## src/rtl/led_breathe_ctrl_if.sv

```systemverilog
// Control/status bundle between the breathing sequencer and its surroundings.
// The master drives the requests; the slave (the sequencer) drives the dimmer outputs.
interface led_breathe_ctrl_if #(
  parameter int unsigned W = 4
);
  logic         start;
  logic         stop;
  logic         loop;
  logic [W-1:0] w;
  logic         en;
  logic         busy;
  logic         cycle_done;

  modport master (
    output start, stop, loop,
    input  w, en, busy, cycle_done
  );

  modport slave (
    input  start, stop, loop,
    output w, en, busy, cycle_done
  );
endinterface

```

## src/rtl/led_breathe_ctrl.sv

```systemverilog
// Breathing-profile sequencer for the PWM LED dimmer: ramp up, hold bright,
// ramp down, hold dark; single breath or continuous, with graceful stop.
module led_breathe_ctrl #(
  parameter int unsigned W          = 4,
  parameter int unsigned STEP_TICKS = 1000,
  parameter int unsigned HOLD_STEPS = 4
) (
  input  logic               clk,
  input  logic               rst,
  led_breathe_ctrl_if.slave  bus
);

  localparam int unsigned TICK_W = (STEP_TICKS > 1) ? $clog2(STEP_TICKS) : 1;
  localparam int unsigned HOLD_W = (HOLD_STEPS > 1) ? $clog2(HOLD_STEPS) : 1;

  localparam logic [TICK_W-1:0] TICK_LAST = TICK_W'(STEP_TICKS - 1);
  localparam logic [HOLD_W-1:0] HOLD_LAST = HOLD_W'(HOLD_STEPS - 1);
  localparam logic [W-1:0]      W_MAX     = '1;
  localparam logic [W-1:0]      W_PRE_MAX = W_MAX - W'(1);
  localparam logic [W-1:0]      W_ONE     = W'(1);

  typedef enum logic [2:0] {
    IDLE,
    RAMP_UP,
    HOLD_HI,
    RAMP_DOWN,
    HOLD_LO
  } state_e;

  state_e            state_q, state_d;
  logic [W-1:0]      w_q, w_d;
  logic [TICK_W-1:0] tick_q, tick_d;
  logic [HOLD_W-1:0] hold_q, hold_d;
  logic              stop_req_q, stop_req_d;
  logic              busy_q, busy_d;
  logic              cycle_done_q, cycle_done_d;
  logic              step;

  always_ff @(posedge clk or posedge rst) begin
    if (rst) begin
      state_q      <= IDLE;
      w_q          <= '0;
      tick_q       <= '0;
      hold_q       <= '0;
      stop_req_q   <= 1'b0;
      busy_q       <= 1'b0;
      cycle_done_q <= 1'b0;
    end else begin
      state_q      <= state_d;
      w_q          <= w_d;
      tick_q       <= tick_d;
      hold_q       <= hold_d;
      stop_req_q   <= stop_req_d;
      busy_q       <= busy_d;
      cycle_done_q <= cycle_done_d;
    end
  end

  always_comb begin
    state_d      = state_q;
    w_d          = w_q;
    tick_d       = tick_q;
    hold_d       = hold_q;
    stop_req_d   = stop_req_q;
    cycle_done_d = 1'b0;
    step         = (tick_q == TICK_LAST);

    // Step timebase and sticky stop run in every active state
    if (state_q != IDLE) begin
      tick_d = step ? '0 : tick_q + TICK_W'(1);
      if (bus.stop) stop_req_d = 1'b1;
    end

    case (state_q)
      IDLE: begin
        tick_d     = '0;
        hold_d     = '0;
        stop_req_d = 1'b0;
        if (bus.start && !bus.stop) begin
          state_d = RAMP_UP;
          w_d     = '0;
        end
      end
      RAMP_UP: begin
        if (step) begin
          w_d = w_q + W'(1);
          if (w_q == W_PRE_MAX) begin
            state_d = HOLD_HI;
            hold_d  = '0;
          end
        end
      end
      HOLD_HI: begin
        w_d = W_MAX;
        if (step) begin
          if (hold_q == HOLD_LAST) begin
            state_d = RAMP_DOWN;
            hold_d  = '0;
          end else begin
            hold_d = hold_q + HOLD_W'(1);
          end
        end
      end
      RAMP_DOWN: begin
        if (step) begin
          w_d = w_q - W'(1);
          if (w_q == W_ONE) begin
            state_d = HOLD_LO;
            hold_d  = '0;
          end
        end
      end
      HOLD_LO: begin
        w_d = '0;
        if (step) begin
          if (hold_q == HOLD_LAST) begin
            cycle_done_d = 1'b1;
            hold_d       = '0;
            // A stop landing on this very cycle still ends the breath
            if (bus.loop && !stop_req_q && !bus.stop) begin
              state_d = RAMP_UP;
            end else begin
              state_d    = IDLE;
              stop_req_d = 1'b0;
            end
          end else begin
            hold_d = hold_q + HOLD_W'(1);
          end
        end
      end
      default: begin
        state_d = IDLE;
        w_d     = '0;
      end
    endcase

    busy_d = (state_d != IDLE);
  end

  assign bus.w          = w_q;
  assign bus.en         = busy_q;
  assign bus.busy       = busy_q;
  assign bus.cycle_done = cycle_done_q;

endmodule

```

## src/flat_wrapper.sv

```systemverilog
// flat-port wrapper written by rule: the top's interface ports become plain ports
module led_breathe_ctrl_flat 
#(
  parameter int unsigned W          = 4,
  parameter int unsigned STEP_TICKS = 1000,
  parameter int unsigned HOLD_STEPS = 4
)
  (clk, rst, bus_start, bus_stop, bus_loop, bus_w, bus_en, bus_busy, bus_cycle_done);
  led_breathe_ctrl_if #(.W(W)) bus_i ();
  input  logic clk;
  input  logic rst;
  input wire logic [$bits(bus_i.start)-1:0] bus_start;
  input wire logic [$bits(bus_i.stop)-1:0] bus_stop;
  input wire logic [$bits(bus_i.loop)-1:0] bus_loop;
  output wire logic [$bits(bus_i.w)-1:0] bus_w;
  output wire logic [$bits(bus_i.en)-1:0] bus_en;
  output wire logic [$bits(bus_i.busy)-1:0] bus_busy;
  output wire logic [$bits(bus_i.cycle_done)-1:0] bus_cycle_done;
  assign bus_i.start = bus_start;
  assign bus_i.stop = bus_stop;
  assign bus_i.loop = bus_loop;
  assign bus_w = bus_i.w;
  assign bus_en = bus_i.en;
  assign bus_busy = bus_i.busy;
  assign bus_cycle_done = bus_i.cycle_done;
  led_breathe_ctrl #(.W(W), .STEP_TICKS(STEP_TICKS), .HOLD_STEPS(HOLD_STEPS)) u_core (.clk(clk), .rst(rst), .bus(bus_i));
endmodule
```

## config.mk

```make
export PLATFORM = sky130hd
export DESIGN_NAME = led_breathe_ctrl_flat
export DESIGN_NICKNAME = d
export VERILOG_FILES = /design/src/rtl/led_breathe_ctrl_if.sv /design/src/rtl/led_breathe_ctrl.sv /design/src/flat_wrapper.sv
export SDC_FILE = /design/constraint.sdc
export NUM_CORES = 1
export LEC_CHECK = 0
export CAP_MARGIN = 10
export CELL_PAD_IN_SITES_DETAIL_PLACEMENT = 1
export CELL_PAD_IN_SITES_GLOBAL_PLACEMENT = 1
export CORE_MARGIN = 4
export CORE_UTILIZATION = 45
export DETAILED_ROUTE_END_ITERATION = 16
export GPL_TIMING_DRIVEN = 0
export HOLD_SLACK_MARGIN = 0.15
export PLACE_DENSITY_LB_ADDON = 0.1
export SLEW_MARGIN = 20
export SYNTH_ARGS = -nofsm -noshare
export SYNTH_HDL_FRONTEND = slang
export SYNTH_SLANG_ARGS = --single-unit
export TNS_END_PERCENT = 30
```

## constraint.sdc

```tcl
create_clock -name clk -period 5.9 [get_ports clk]
set_input_delay 1.18 -clock clk [delete_from_list [all_inputs] [get_ports clk]]
set_output_delay 1.18 -clock clk [all_outputs]
set_load 0.01 [all_outputs]
```

Word-level counts from Yosys, hierarchy flattened

Index checks and enable logic that the tools add are counted.

Flip-flop bits (word level): 22
Input bits: 5
Output and inout port bits: 7
Word-level logic and storage cells: 72

Add/sub/neg operators: 4
Eq/ne operators: 14
Multiplexer cells: 34
Reduce and logical (&&, ||, !) cells: 13

Operator list:

| cell                                                                    | count |
|---|---|
| 10-bit 2-to-1 mux                                                       | 3 |
| 3-bit 2-to-1 mux                                                        | 9 |
| 4-bit one-hot mux with 4 select lines                                   | 1 |
| 3-bit one-hot mux with 5 select lines                                   | 1 |
| 2-bit 2-to-1 mux                                                        | 6 |
| 4-bit 2-to-1 mux                                                        | 3 |
| 2-bit by 1-bit inequality test with 1-bit output, second input constant | 6 |
| 10-bit by 1-bit adder with 10-bit output, second input constant         | 1 |
| 10-bit == test, second input constant                                   | 1 |
| 1-bit 2-to-1 mux                                                        | 9 |
| 2-bit one-hot mux with 4 select lines                                   | 1 |
| 3-bit by 2-bit == test with 1-bit output, second input constant         | 2 |
| 6-bit AND reduction                                                     | 1 |
| 3-bit nonzero test                                                      | 2 |
| 4-bit by 1-bit adder with 4-bit output, second input constant           | 1 |
| 4-bit by 1-bit == test with 1-bit output, second input constant         | 1 |
| 4-bit == test, second input constant                                    | 1 |
| 4-bit nonzero test                                                      | 1 |
| 4-bit by 1-bit subtractor with 4-bit output, second input constant      | 1 |
| 3-bit by 1-bit == test with 1-bit output, second input constant         | 1 |
| 3-bit == test, second input constant                                    | 1 |
| 1-bit logical AND                                                       | 3 |
| 3-bit logical NOT                                                       | 1 |
| 3-bit AND reduction                                                     | 1 |
| other kinds (6)                                                         | 7 |

Logic depth before layout (Yosys ltp)

Word-level depth: 8
Gate-level depth with buffers: 7
Gate-level depth less buffers: 7

Worst setup path after synthesis

Ideal clock, no wire load.

Kind: flip-flop to flip-flop
Start point: register u_core.tick_q[0]
End point: register u_core.hold_q[0]
Setup time: 128 ps
Arrival time: 1989 ps
Required time: 5772 ps
Setup slack: 3783 ps
Stages on the path, launching flop included: 7
Path buffers: 0
Period minus slack after synthesis: 2117 ps
Path through: dfrtp_1 -> ha_1 -> nand4_1 -> or3_4 -> maj3_2 -> o32a_1 -> mux2_1

Cells in the longest elaborated chain, start to end: 3
Elaborated cells between the ends (all ways): 5
Classes of those cells: eq/ne: 4; reduce/logical: 1

RTL lines:

| item                                                       | line                   | source |
|---|---|---|
| start, declared                                            | led_breathe_ctrl.sv:32 | `logic [TICK_W-1:0] tick_q, tick_d;` |
| start signal, assigned                                     | led_breathe_ctrl.sv:51 | `tick_q <= tick_d;` |
| 10-bit == test (*)                                         | led_breathe_ctrl.sv:66 | `step = (tick_q == TICK_LAST);` |
| 2-bit by 1-bit inequality test with 1-bit output (no line) | -                      |  |
| 6-bit AND reduction (no line) (*)                          | -                      |  |
| end signal, assigned                                       | led_breathe_ctrl.sv:52 | `hold_q <= hold_d;` |
| end, declared                                              | led_breathe_ctrl.sv:33 | `logic [HOLD_W-1:0] hold_q, hold_d;` |

Every way passes the cells marked *; elsewhere a longest branch is shown, timed or not.
A chain may end at the register's enable or synchronous reset.

Worst setup path after layout

Start point: register u_core.w_q[0], in the netlist u_core.bus.w[0]
End point: output port bus_w[0]

RTL lines:

| item                   | line                   | source |
|---|---|---|
| start, declared        | led_breathe_ctrl.sv:31 | `logic [W-1:0] w_q, w_d;` |
| start signal, assigned | led_breathe_ctrl.sv:50 | `w_q <= w_d;` |
| end, declared          | flat_wrapper.sv:15     | `output wire logic [$bits(bus_i.w)-1:0] bus_w;` |

No word-level cell between the ends.

==> results.yml <==
clocking:
  path_clk_slew_ps: 120
  clock_latency_ps: 310
  root_buffer: "clkbuf_4"
  cts-buffers-inserted: 3
  holdBufCountCts: 0
  cts_resized: 0
  cts_max_level: 1
  cts.sinks: 22
  clk_path_buf_depth: 2
  cts_tree: "built"
  post_cts_buffers: 0
detailed_routing:
  vias: 1062
  drt_iter0_drc: 40
  drtAntennaViolNets: 0
  avgViaCountPerCell: 5.80
  drc: 0
  dr.pass1.iters: 4
  wl_per_cell_um: 16.3
  wirelength_mm: 2.98
critical_path:
  rrSetupSlack_ps: 3550
  path_buf_inv: 1
  worstReg2RegEnd: "u_core.tick_q[8]$_DFF_PP0_"
  cp-start-kind: "flop"
  worstPathArrival_ps: 1400
  slowest_delay_ps: 590
  critical_path_depth: 1
  r2r_cells: 6
  slowest_stage: "clkdlybuf4s50_1"
  worstReg2RegStart: "u_core.tick_q[0]$_DFF_PP0_"
  cp.required_ps: 4720
  crit_path_max_fanout: 7
  worstSetupPathType: "reg -> out"
  critPathTopFamily: "buffers and inverters"
  end_kind: "output pin"
  worstPathCellList: "clkdlybuf4s50_1"
placed_design:
  dp_cells: 179
  port_buffers: 11
  gp_congestion: 0.791
  dp_hpwl_mm: 2.30
logic_synthesis:
  synth_top_family_by_area: "simple AND/OR/NAND/NOR gates"
  ys_top_cells_by_count: "dfrtp_1, nor2_1, nand2_1"
  synth.avg_cell_area_um2: 9.47
  synth_fp_nets: 148
  async_flop_share: 1.00
  synth_top_cell_by_area: "dfrtp_1"
  synthXorXnorAreaFrac: 0.0810
  synth.most_common_cell: "dfrtp_1"
  ys_ff_latch: 22
  yosys_warnings: 0
  synth_area_um2: 1300
  synth-simple-area-share: 0.262
  ys_top_cells_by_area: "dfrtp_1, xnor2_1, ha_1, nor2_1, nand2_1"
  synth_edf_count: 0
  ys_seq_area_frac: 0.424
  synthCells: 137
  synth_compound_area_frac: 0.101
  synth_cell_types: 41
  synthMuxAreaShare: 0.0164
  netlist.area_leader.share: 0.424
  synth_fa_ha_area_frac: 0.0665
  ys.flop_type: "dfrtp_1"
power:
  peakVddDrop_mv: 0.118
  power_density_nw_per_um2: 162
  p_leak_uw: 0.000630
timing:
  rsz0062_at_grt: "false"
  clock.fmax_mhz: 387
  tns_ps: 0
  maxSlewViolCount: 0
  finalCritPeriodShare: 0.438
  hold_viol: 0
  finClkSkew_ps: 4.96
  setup-violations-final: 0
  relSlewSlack: 0.451
  fin_crit_ps: 2580
  worst_slew_pin_slew_ps: 822
global_routing:
  antenna_found_initial: 0
  grt-ovfl-total: 0
  grt_pass1_wl_mm: 5.14
  grtUsageTotal: 0.188
  grt_pass1_vias: 1095
  grt_max_degree: 23
job:
  timing.max_cap.violations: 0
cells_and_area:
  n_antenna_cell: 0
  fillers: 333
  instances_no_fill: 183
  nets: 164
  synthToLayoutAreaGrowth_pct: 14.3
  drive_above_1_share: 0.0855
die:
  ios: 12
  start_util: 0.471
  die_area_um2: 3810
  num_rows: 19
  die_w_um: 61.7
  die_h_um: 61.7
  core_area_um2: 2760
hold_path:
  hold_depth: 1
  hold_end: "u_core.tick_q[0]$_DFF_PP0_"
  worstHoldStart: "u_core.tick_q[0]$_DFF_PP0_"
  hp-class: "reg -> reg"
status:
  outcome: "finished, final reports clean"
-- report_power, final --
part           total (uW)  internal, uW  leakage [uW]       switching (uW)
combinational        5.96          2.50      0.000342                 3.46
sequential            151           151      0.000267  0.00000000000000422
clock                83.6          37.7     0.0000210                 45.9
total                 240           191      0.000630                 49.3
-- final cells by class --
| type | count | area (um^2) | share of cell area |
|---|---|---|---|
| inverters | 7 | 26.3 | 0.0177 |
| repair buffers | 11 | 110 | 0.0743 |
| plain buffers | 6 | 36.3 | 0.0245 |
| well taps | 31 | 38.8 | 0.0262 |
| clock buffers | 4 | 36.3 | 0.0245 |
| flip-flops and latches | 22 | 551 | 0.371 |
| multi-input cells | 102 | 684 | 0.462 |
-- worst max-delay path by stage --
stage                                            from                           end  slack [ps]
after CTS                 u_core.bus.w[0]$_DFFE_PP0P_                      bus_w[0]        3300
after floorplan            u_core.tick_q[0]$_DFF_PP0_  u_core.hold_q[0]$_DFFE_PP0P_        3780
after detailed placement                     bus_stop   u_core.bus.w[3]$_DFFE_PP0P_        3150
final                     u_core.bus.w[0]$_DFFE_PP0P_                      bus_w[0]        3320
after global routing       u_core.tick_q[0]$_DFF_PP0_    u_core.tick_q[4]$_DFF_PP0_        3230
after global placement                       bus_stop   u_core.bus.w[3]$_DFFE_PP0P_        3190
-- cells by family after synthesis --
kind of cell / Yosys count
compound gates: 20
xor+xnor: 12
fa+ha+maj: 7
buf+inv: 13
flops: 22
mux: 2
simple gates: 61
-- per-stage QoR --
stage               hold WS [ps]  setup slack (ps)  instance area [um^2]   util  total power (uW)
floorplan                    447              3780                  1300      -               156
global placement             478              3190                  1450  0.525               160
detailed placement           485              3150                  1450  0.525               160
CTS                          503              3300                  1480  0.538               246
global route                 550              3230                  1480  0.538               250
finish                       498              3320                  1480  0.538               240
-- flip-flops by register name, summed over array words and instances, names as in the netlist --
signal                 count
u_core.state_q             3
u_core.stop_req_q          1
u_core.hold_q              2
u_core.tick_q             10
u_core.bus.busy            1
u_core.bus.cycle_done      1
u_core.bus.w               4
-- layout by cell type, fill, tap and decap left out, drive strengths merged, types with 3 or more instances in the layout --
cell / instances
clkbuf: 9
xor2: 3
nand3: 4
clkdlybuf4s50: 11
nor2: 16
a21oi: 6
and3: 3
o21ai: 5
nor4: 4
inv: 7
nor3b: 3
ha: 6
nand2b: 3
dfrtp: 22
xnor2: 9
nand2: 10
nand4: 4
-- per-layer routing --
metal	track usage	vias to the layer above	share of wire
met1	0.224	533	0.44
met2	0.323	12	0.51
met3	0.0289	6	0.020
met4	0.103	0	0.030
met5	0	-	0
li1	-	511	-
(Power assumes the default switching activity.)
